[config.mk]
export PLATFORM = sky130hd
export DESIGN_NAME = alu_issue_ctrl
export DESIGN_NICKNAME = d
export VERILOG_FILES = /design/src/rtl/alu_issue_ctrl.sv
export SDC_FILE = /design/constraint.sdc
export NUM_CORES = 1
export LEC_CHECK = 0
export ABC_AREA = 1
export CORE_MARGIN = 1.5
export CORE_UTILIZATION = 40
export DETAILED_ROUTE_END_ITERATION = 12
export GPL_ROUTABILITY_DRIVEN = 1
export PLACE_DENSITY_LB_ADDON = 0.3
export SLEW_MARGIN = 10
export SYNTH_ARGS = -nofsm -noshare
export SYNTH_HDL_FRONTEND = slang
export SYNTH_SLANG_ARGS = --single-unit
export TNS_END_PERCENT = 5
[constraint.sdc]
create_clock -name clk -period 1.56 [get_ports clk]
set_input_delay 0.468 -clock clk [delete_from_list [all_inputs] [get_ports clk]]
set_output_delay 0.468 -clock clk [all_outputs]
set_load 0.1 [all_outputs]
[src/rtl/alu_issue_ctrl.sv]
// Multi-cycle issue/writeback controller for a combinational 32-bit MIPS-subset ALU.
// One instruction at a time: IDLE -> DECODE -> EXEC -> WB, all outputs registered.
module alu_issue_ctrl #(
    parameter logic TRAP_EN     = 1'b1,
    parameter logic ILLEGAL_EXC = 1'b1
) (
    input  logic        clk,
    input  logic        rst_n,
    input  logic        instr_valid,
    output logic        instr_ready,
    input  logic [31:0] instr,
    output logic [4:0]  rs_addr,
    output logic [4:0]  rt_addr,
    input  logic [31:0] rs_data,
    input  logic [31:0] rt_data,
    output logic [31:0] alu_a,
    output logic [31:0] alu_b,
    output logic [3:0]  alu_aluc,
    input  logic [31:0] alu_r,
    input  logic        alu_zero,
    input  logic        alu_overflow,
    output logic        wb_en,
    output logic [4:0]  wb_addr,
    output logic [31:0] wb_data,
    output logic        br_taken,
    output logic [31:0] br_offset,
    output logic        done,
    output logic        exc,
    output logic [1:0]  exc_code
);

    typedef enum logic [1:0] {
        S_IDLE   = 2'b00,
        S_DECODE = 2'b01,
        S_EXEC   = 2'b10,
        S_WB     = 2'b11
    } state_t;

    function automatic logic [31:0] sext16(input logic [15:0] v);
        return {{16{v[15]}}, v};
    endfunction

    function automatic logic [31:0] zext16(input logic [15:0] v);
        return {16'd0, v};
    endfunction

    state_t      state_r, state_nxt;
    logic [31:0] instr_r, instr_nxt;

    // Instruction class captured at the end of DECODE
    logic [4:0]  dest_r, dest_nxt;
    logic        wr_r, wr_nxt;
    logic        beq_r, beq_nxt;
    logic        bne_r, bne_nxt;
    logic        ovchk_r, ovchk_nxt;
    logic [31:0] br_off_r, br_off_nxt;

    logic        instr_ready_r, instr_ready_nxt;
    logic [31:0] alu_a_r, alu_a_nxt;
    logic [31:0] alu_b_r, alu_b_nxt;
    logic [3:0]  alu_aluc_r, alu_aluc_nxt;
    logic        wb_en_r, wb_en_nxt;
    logic [4:0]  wb_addr_r, wb_addr_nxt;
    logic [31:0] wb_data_r, wb_data_nxt;
    logic        br_taken_r, br_taken_nxt;
    logic [31:0] br_offset_r, br_offset_nxt;
    logic        done_r, done_nxt;
    logic        exc_r, exc_nxt;
    logic [1:0]  exc_code_r, exc_code_nxt;

    logic [5:0]  op_s;
    logic [5:0]  funct_s;
    logic [15:0] imm_s;
    logic [3:0]  dec_aluc_s;
    logic [31:0] dec_a_s;
    logic [31:0] dec_b_s;
    logic [4:0]  dec_dest_s;
    logic        dec_wr_s;
    logic        dec_beq_s;
    logic        dec_bne_s;
    logic        dec_ill_s;
    logic        ill_trap_s;
    logic        ov_trap_s;

    assign op_s    = instr_r[31:26];
    assign funct_s = instr_r[5:0];
    assign imm_s   = instr_r[15:0];

    // Instruction decode of the latched word: operands, aluc, destination, class
    always_comb begin
        dec_aluc_s = 4'b0000;
        dec_a_s    = rs_data;
        dec_b_s    = rt_data;
        dec_dest_s = instr_r[15:11];
        dec_wr_s   = 1'b0;
        dec_beq_s  = 1'b0;
        dec_bne_s  = 1'b0;
        dec_ill_s  = 1'b0;
        case (op_s)
            6'b000000: begin
                dec_wr_s = 1'b1;
                case (funct_s)
                    6'b100000: dec_aluc_s = 4'b0010;
                    6'b100001: dec_aluc_s = 4'b0000;
                    6'b100010: dec_aluc_s = 4'b0011;
                    6'b100011: dec_aluc_s = 4'b0001;
                    6'b100100: dec_aluc_s = 4'b0100;
                    6'b100101: dec_aluc_s = 4'b0101;
                    6'b100110: dec_aluc_s = 4'b0110;
                    6'b100111: dec_aluc_s = 4'b0111;
                    6'b101010: dec_aluc_s = 4'b1011;
                    6'b101011: dec_aluc_s = 4'b1010;
                    6'b000000: begin
                        dec_aluc_s = 4'b1110;
                        dec_a_s    = {27'd0, instr_r[10:6]};
                    end
                    6'b000010: begin
                        dec_aluc_s = 4'b1101;
                        dec_a_s    = {27'd0, instr_r[10:6]};
                    end
                    6'b000011: begin
                        dec_aluc_s = 4'b1100;
                        dec_a_s    = {27'd0, instr_r[10:6]};
                    end
                    6'b000100: dec_aluc_s = 4'b1110;
                    6'b000110: dec_aluc_s = 4'b1101;
                    6'b000111: dec_aluc_s = 4'b1100;
                    default: begin
                        dec_wr_s  = 1'b0;
                        dec_ill_s = 1'b1;
                    end
                endcase
            end
            6'b001000: begin dec_aluc_s = 4'b0010; dec_b_s = sext16(imm_s); dec_dest_s = instr_r[20:16]; dec_wr_s = 1'b1; end
            6'b001001: begin dec_aluc_s = 4'b0000; dec_b_s = sext16(imm_s); dec_dest_s = instr_r[20:16]; dec_wr_s = 1'b1; end
            6'b001010: begin dec_aluc_s = 4'b1011; dec_b_s = sext16(imm_s); dec_dest_s = instr_r[20:16]; dec_wr_s = 1'b1; end
            6'b001011: begin dec_aluc_s = 4'b1010; dec_b_s = sext16(imm_s); dec_dest_s = instr_r[20:16]; dec_wr_s = 1'b1; end
            6'b001100: begin dec_aluc_s = 4'b0100; dec_b_s = zext16(imm_s); dec_dest_s = instr_r[20:16]; dec_wr_s = 1'b1; end
            6'b001101: begin dec_aluc_s = 4'b0101; dec_b_s = zext16(imm_s); dec_dest_s = instr_r[20:16]; dec_wr_s = 1'b1; end
            6'b001110: begin dec_aluc_s = 4'b0110; dec_b_s = zext16(imm_s); dec_dest_s = instr_r[20:16]; dec_wr_s = 1'b1; end
            6'b001111: begin dec_aluc_s = 4'b1000; dec_b_s = zext16(imm_s); dec_dest_s = instr_r[20:16]; dec_wr_s = 1'b1; end
            6'b000100: begin dec_aluc_s = 4'b0001; dec_beq_s = 1'b1; end
            6'b000101: begin dec_aluc_s = 4'b0001; dec_bne_s = 1'b1; end
            default:   dec_ill_s = 1'b1;
        endcase
    end

    assign ill_trap_s = dec_ill_s & ILLEGAL_EXC;
    // The ALU overflow flag is only meaningful for the trapping add/sub opcodes
    assign ov_trap_s  = ovchk_r & alu_overflow & TRAP_EN;

    // Next-state logic and next values of every registered output
    always_comb begin
        state_nxt       = state_r;
        instr_nxt       = instr_r;
        dest_nxt        = dest_r;
        wr_nxt          = wr_r;
        beq_nxt         = beq_r;
        bne_nxt         = bne_r;
        ovchk_nxt       = ovchk_r;
        br_off_nxt      = br_off_r;
        alu_a_nxt       = 32'd0;
        alu_b_nxt       = 32'd0;
        alu_aluc_nxt    = 4'b0000;
        wb_en_nxt       = 1'b0;
        wb_addr_nxt     = 5'd0;
        wb_data_nxt     = 32'd0;
        br_taken_nxt    = 1'b0;
        br_offset_nxt   = 32'd0;
        done_nxt        = 1'b0;
        exc_nxt         = 1'b0;
        exc_code_nxt    = exc_code_r;
        case (state_r)
            S_IDLE: begin
                if (instr_valid) begin
                    instr_nxt = instr;
                    state_nxt = S_DECODE;
                end else begin
                    state_nxt = S_IDLE;
                end
            end
            S_DECODE: begin
                dest_nxt   = dec_dest_s;
                wr_nxt     = dec_wr_s;
                beq_nxt    = dec_beq_s;
                bne_nxt    = dec_bne_s;
                ovchk_nxt  = (dec_aluc_s == 4'b0010) || (dec_aluc_s == 4'b0011);
                br_off_nxt = {{14{imm_s[15]}}, imm_s, 2'b00};
                if (ill_trap_s) begin
                    state_nxt    = S_WB;
                    done_nxt     = 1'b1;
                    exc_nxt      = 1'b1;
                    exc_code_nxt = 2'b10;
                end else begin
                    state_nxt    = S_EXEC;
                    alu_a_nxt    = dec_a_s;
                    alu_b_nxt    = dec_b_s;
                    alu_aluc_nxt = dec_aluc_s;
                end
            end
            S_EXEC: begin
                state_nxt    = S_WB;
                done_nxt     = 1'b1;
                wb_addr_nxt  = dest_r;
                wb_data_nxt  = alu_r;
                br_taken_nxt = (beq_r & alu_zero) | (bne_r & ~alu_zero);
                if (beq_r || bne_r) begin
                    br_offset_nxt = br_off_r;
                end else begin
                    br_offset_nxt = 32'd0;
                end
                if (ov_trap_s) begin
                    exc_nxt      = 1'b1;
                    exc_code_nxt = 2'b01;
                end else begin
                    exc_code_nxt = 2'b00;
                    wb_en_nxt    = wr_r && (dest_r != 5'd0);
                end
            end
            S_WB:    state_nxt = S_IDLE;
            default: state_nxt = S_IDLE;
        endcase
        instr_ready_nxt = (state_nxt == S_IDLE);
    end

    // State, class and output registers with synchronous active-low reset
    always_ff @(posedge clk) begin
        if (!rst_n) begin
            state_r       <= S_IDLE;
            instr_r       <= 32'd0;
            dest_r        <= 5'd0;
            wr_r          <= 1'b0;
            beq_r         <= 1'b0;
            bne_r         <= 1'b0;
            ovchk_r       <= 1'b0;
            br_off_r      <= 32'd0;
            instr_ready_r <= 1'b1;
            alu_a_r       <= 32'd0;
            alu_b_r       <= 32'd0;
            alu_aluc_r    <= 4'b0000;
            wb_en_r       <= 1'b0;
            wb_addr_r     <= 5'd0;
            wb_data_r     <= 32'd0;
            br_taken_r    <= 1'b0;
            br_offset_r   <= 32'd0;
            done_r        <= 1'b0;
            exc_r         <= 1'b0;
            exc_code_r    <= 2'b00;
        end else begin
            state_r       <= state_nxt;
            instr_r       <= instr_nxt;
            dest_r        <= dest_nxt;
            wr_r          <= wr_nxt;
            beq_r         <= beq_nxt;
            bne_r         <= bne_nxt;
            ovchk_r       <= ovchk_nxt;
            br_off_r      <= br_off_nxt;
            instr_ready_r <= instr_ready_nxt;
            alu_a_r       <= alu_a_nxt;
            alu_b_r       <= alu_b_nxt;
            alu_aluc_r    <= alu_aluc_nxt;
            wb_en_r       <= wb_en_nxt;
            wb_addr_r     <= wb_addr_nxt;
            wb_data_r     <= wb_data_nxt;
            br_taken_r    <= br_taken_nxt;
            br_offset_r   <= br_offset_nxt;
            done_r        <= done_nxt;
            exc_r         <= exc_nxt;
            exc_code_r    <= exc_code_nxt;
        end
    end

    assign instr_ready = instr_ready_r;
    assign rs_addr     = instr_r[25:21];
    assign rt_addr     = instr_r[20:16];
    assign alu_a       = alu_a_r;
    assign alu_b       = alu_b_r;
    assign alu_aluc    = alu_aluc_r;
    assign wb_en       = wb_en_r;
    assign wb_addr     = wb_addr_r;
    assign wb_data     = wb_data_r;
    assign br_taken    = br_taken_r;
    assign br_offset   = br_offset_r;
    assign done        = done_r;
    assign exc         = exc_r;
    assign exc_code    = exc_code_r;

endmodule

# Yosys cells after proc, flatten, opt, wreduce, memory -nomap -nowiden
# Index checks and enable logic that the tools add are counted.
dict set report word_totals {
  regBits 187
  in_bits 133
  out_inout_bits 154
  wordCells 106
}
dict set report op_classes {
  n_eq_ne 31
  n_mux 22
  bitwise 8
  reduce_logical 25
}
# cell n
set ops {}
lappend ops {{32-bit two-way mux} 2}
lappend ops {{32-bit one-hot mux with 2 select lines} 1}
lappend ops {{6-bit == test (second input constant)} 10}
lappend ops {{6-bit by 4-bit == test with 1-bit output (second input constant)} 8}
lappend ops {{4-bit one-hot mux with 12 select lines} 1}
lappend ops {{4-bit one-hot mux with 9 select lines} 1}
lappend ops {{6-bit by 3-bit == test with 1-bit output (second input constant)} 5}
lappend ops {{16-bit OR reduction} 1}
lappend ops {{6-bit by 2-bit == test with 1-bit output (second input constant)} 2}
lappend ops {{6-bit zero test} 2}
lappend ops {{10-bit OR reduction} 1}
lappend ops {{1-bit two-way mux} 9}
lappend ops {{3-bit OR reduction} 3}
lappend ops {{4-bit by 2-bit == test with 1-bit output (second input constant)} 2}
lappend ops {{1-bit one-hot mux with 2 select lines} 4}
lappend ops {{2-bit one-hot mux with 4 select lines} 1}
lappend ops {{2-bit OR reduction} 4}
lappend ops {{4-bit OR reduction} 2}
lappend ops {{8-bit OR reduction} 1}
lappend ops {{2-bit AND reduction} 3}
lappend ops {{5-bit two-way mux} 1}
lappend ops {{5-bit nonzero test} 1}
lappend ops {{2-bit == test (second input constant)} 2}
lappend ops {{2-bit zero test} 2}
lappend ops {{11 further kinds} 17}

# Longest topological paths before layout
dict set report depth {
  word_depth 7
  ltp_mapped 11
  mapped_depth_nobuf 10
}

# Worst setup path after synthesis
# No wires, ideal clock.
dict set report synth_path {
  path_kind {register to output}
  startpoint {reg, netlist name br_offset[17]}
  endpoint {out br_offset[18]}
  arrival_time_ns 1.590
  required_ns 1.092
  slack_ns -0.498
  path_stages_with_launch 2
  path_buffers 1
  cell_sequence {dfxtp_1 > buf_4}
}
# element line
set synth_rtl {}
lappend synth_rtl {{to (decl)} 26} ;# output logic [31:0] br_offset,

==> metrics.cfg <==
[place]
dpl_worst_slack_ns = -0.180
postPlaceCellArea_um2 = 11200
portBuffers = 284
gp_congestion = 0.904
dp_cells = 1271
hpwlAfterDp_mm = 15.2

[cells_and_area]
final_common_cell = dfxtp_1
layout_common_cells = 175 x dfxtp_1, 159 x buf_12, 131 x clkdlybuf4s50_1
finalInstanceArea_um2 = 12400
final_cells = 1321
drive_gt1_share_pct = 30.9
fillers = 957
diodes = 0
area_delta_synth_final_pct = 89.4
final_net_count = 1230

[clock_network]
root_buffer = clkbuf_16
clock_latency_ns = 0.43
clkTransAtPathRegs_ns = 0.06
clockBufferDepth = 2
cts.sink_count = 187
htreeDepth = 4
ctsHoldBuffers = 0
cts_buffers = 17
cts_tree = built

[timing]
skew_ns = 0.0103
maxSlewViolCount = 0
fin_ws_ns = -0.111
rsz0062_at_grt = yes
post-route-min-period_ns = 1.67
hold_slack_ns = 0.378
setup_violations = 82
final-hold-violation-count = 0
fmax_mhz = 598
min_period_over_period_pct = 107
finalSetupTns_ns = -4.30

[power_and_ir_drop]
swShare_pct = 40.1
leakage_nw = 5.20
powerDensity_nw_per_um2 = 1520
p_int_mw = 11.3
p_comb_share_pct = 43.1
ir_drop_mv = 1.09
p_clk_share_pct = 24.5
power_frac_seq_pct = 32.4
p_sw_mw = 7.58

[critical_path]
cp.required_ns = 1.09
cp_cell_sequence = clkbuf_16, buf_12
r2r_start = instr_r[1]$_SDFFE_PN0P_
critical_path_buf_inv_count = 2
cp-startpoint = br_offset[17]$_SDFF_PN0_
cp-start-kind = flip-flop
path_max_fanout = 6
endpoint_kind = output port
cp.arrival_ns = 1.20
path_class = flip-flop to output port
slowest_delay_ns = 0.42
crit_family = flip-flops
critPathSlowestCell = dfxtp_4

[route]
ant_nets = 0
vias = 6321
drcViolationCount = 0
viasPerCell = 4.79
drtIter0Drc = 408
wire_per_inst_um = 17.1
firstDrtPassIters = 5
drt_wl_total_mm = 22.6

[logic_synthesis]
synth_cells = 790
synthFlopType = dfxtp_1
synth_seq_area_share_pct = 57.2
ys_top_cells_by_area = dfxtp_1 57%, a21oi_1 7.0%, nand2_1 6.9%, nor2_1 6.1%, inv_1 4.9%
synth_top_cell_by_area = dfxtp_1
synth_area_um2 = 6550
ys_ff_latch = 187
synth_top_cell_area_share_pct = 57.2
synth_edf_count = 0
yosysWarningCount = 0
syn_avg_cell_area_um2 = 8.28
async_flop_share_pct = 0
synth_cell_types = 29

[flow_run]
cap_viol_max_count = 0

[global_routing]
grt_antenna_before_repair = 0
overflow = 0
grt_use_total_pct = 24.4
first_global_vias = 6081
grt_max_degree = 49
grt_pass1_wl_mm = 31.8

[floorplan]
rows = 46
die_h_um = 131
core_area_um2 = 15900
die_area_um2 = 17100
die_width_um = 131
pin_count = 287
initial_core_util_pct = 41.1

[status]
violations = negative setup slack
outcome = finished, violations left

[worst_hold_path]
hp-start = rst_n
min_path_type = input pin to flip-flop

-- registers in the layout, indices dropped and copies added, names as in the netlist --
signal       count
instr_r         32
dest_r           5
beq_r            1
wr_r             1
wb_addr          5
exc              1
instr_ready      1
br_off_r        16
ovchk_r          1
state_r          2
wb_en            1
wb_data         32
alu_aluc         4
done             1
bne_r            1
alu_a           32
br_taken         1
alu_b           32
exc_code         2
br_offset       16
-- power groups by stage --
| stage | Combinational [mW] | Sequential (mW) | Clock [mW] |
|---|---|---|---|
| 6_report | 8.13 | 6.13 | 4.63 |
| 5_1_grt | 8.58 | 6.20 | 4.92 |
| 4_1_cts | 7.65 | 6.11 | 4.70 |
| 3_5_place_dp | 7.50 | 6.19 | 0 |
| 3_3_place_gp | 7.39 | 6.15 | 0 |
| 2_1_floorplan | 2.81 | 7.87 | 0 |
-- synthesized netlist by cell type, types with 2 or more instances --
master / instances
nor3_1: 2
buf_6: 3
inv_2: 5
nor2_1: 107
clkbuf_1: 24
inv_1: 85
buf_1: 3
nor2_4: 4
nand4_1: 4
nand3_1: 18
nand3_2: 3
a21oi_1: 92
ha_1: 4
nand2_1: 120
o2111ai_1: 3
o21ai_0: 59
dfxtp_1: 187
buf_2: 9
nor2_2: 23
buf_4: 26
-- final cells by class --
class	instances	area (um^2)	share of cell area (%)
Sequential cell	187	3770	30.4
Tap cell	216	270	2.18
Clock inverter	12	186	1.50
Inverter	91	344	2.78
Timing Repair Buffer	348	5080	40.9
Multi-Input combinational cell	448	2310	18.6
Clock buffer	19	443	3.57
-- stage by stage --
| step | util (%) | total power [mW] |
|---|---|---|
| floorplan | - | 10.7 |
| global placement | 70.5 | 13.5 |
| detailed placement | 70.5 | 13.7 |
| CTS | 75.1 | 18.5 |
| global route | 77.8 | 19.7 |
| finish | 77.8 | 18.9 |
-- final timing paths --
path,to,slack [ns],depth (start not counted)
min reg2reg,br_offset[11]$_SDFF_PN0_,0.42,2
max,br_offset[25],-0.11,2
max reg2reg,alu_a[0]$_SDFF_PP0_,-0.09,10
min,exc_code[1]$_SDFFE_PN0P_,0.38,3
-- cell families after synthesis --
| family | count (synthesis) | share of synthesized area (%) |
|---|---|---|
| AOI/OAI and AO/OA | 159 | 12.5 |
| adders and majority gates | 4 | 0.765 |
| buffers and inverters | 156 | 11.0 |
| DFF | 187 | 57.2 |
| other | 1 | 0.0573 |
| and+or+nand+nor | 283 | 18.6 |
-- per-layer routing --
metal | part of all wire [%] | global-route usage [%] | vias to the layer above
met5 | 0 | 0 | -
met4 | 3.6 | 10.9 | 0
met3 | 7.1 | 7.90 | 65
met2 | 52 | 43.0 | 252
met1 | 37 | 26.8 | 2949
li1 | - | - | 3055
-- what timing repair did --
action                                  CTS  global route
gates resized for setup                  16            61
endpoints found under the setup margin   86            92
endpoints found under the hold margin     0             0
cloned                                    1             5
pin swaps                                 1             8
setup buffers                             5             8
-- worst register-to-register path, cell delays in order (launching register included) --
cell     delay, ns
dfxtp_2       0.35
inv_1         0.09
nor2_2        0.16
nand3_2       0.11
nand4_1       0.13
nand2_2       0.08
nand2_2       0.12
nand3_4       0.09
buf_12        0.16
buf_16        0.16
a21oi_2       0.13
Note: power is estimated with default switching activity, not from simulation.
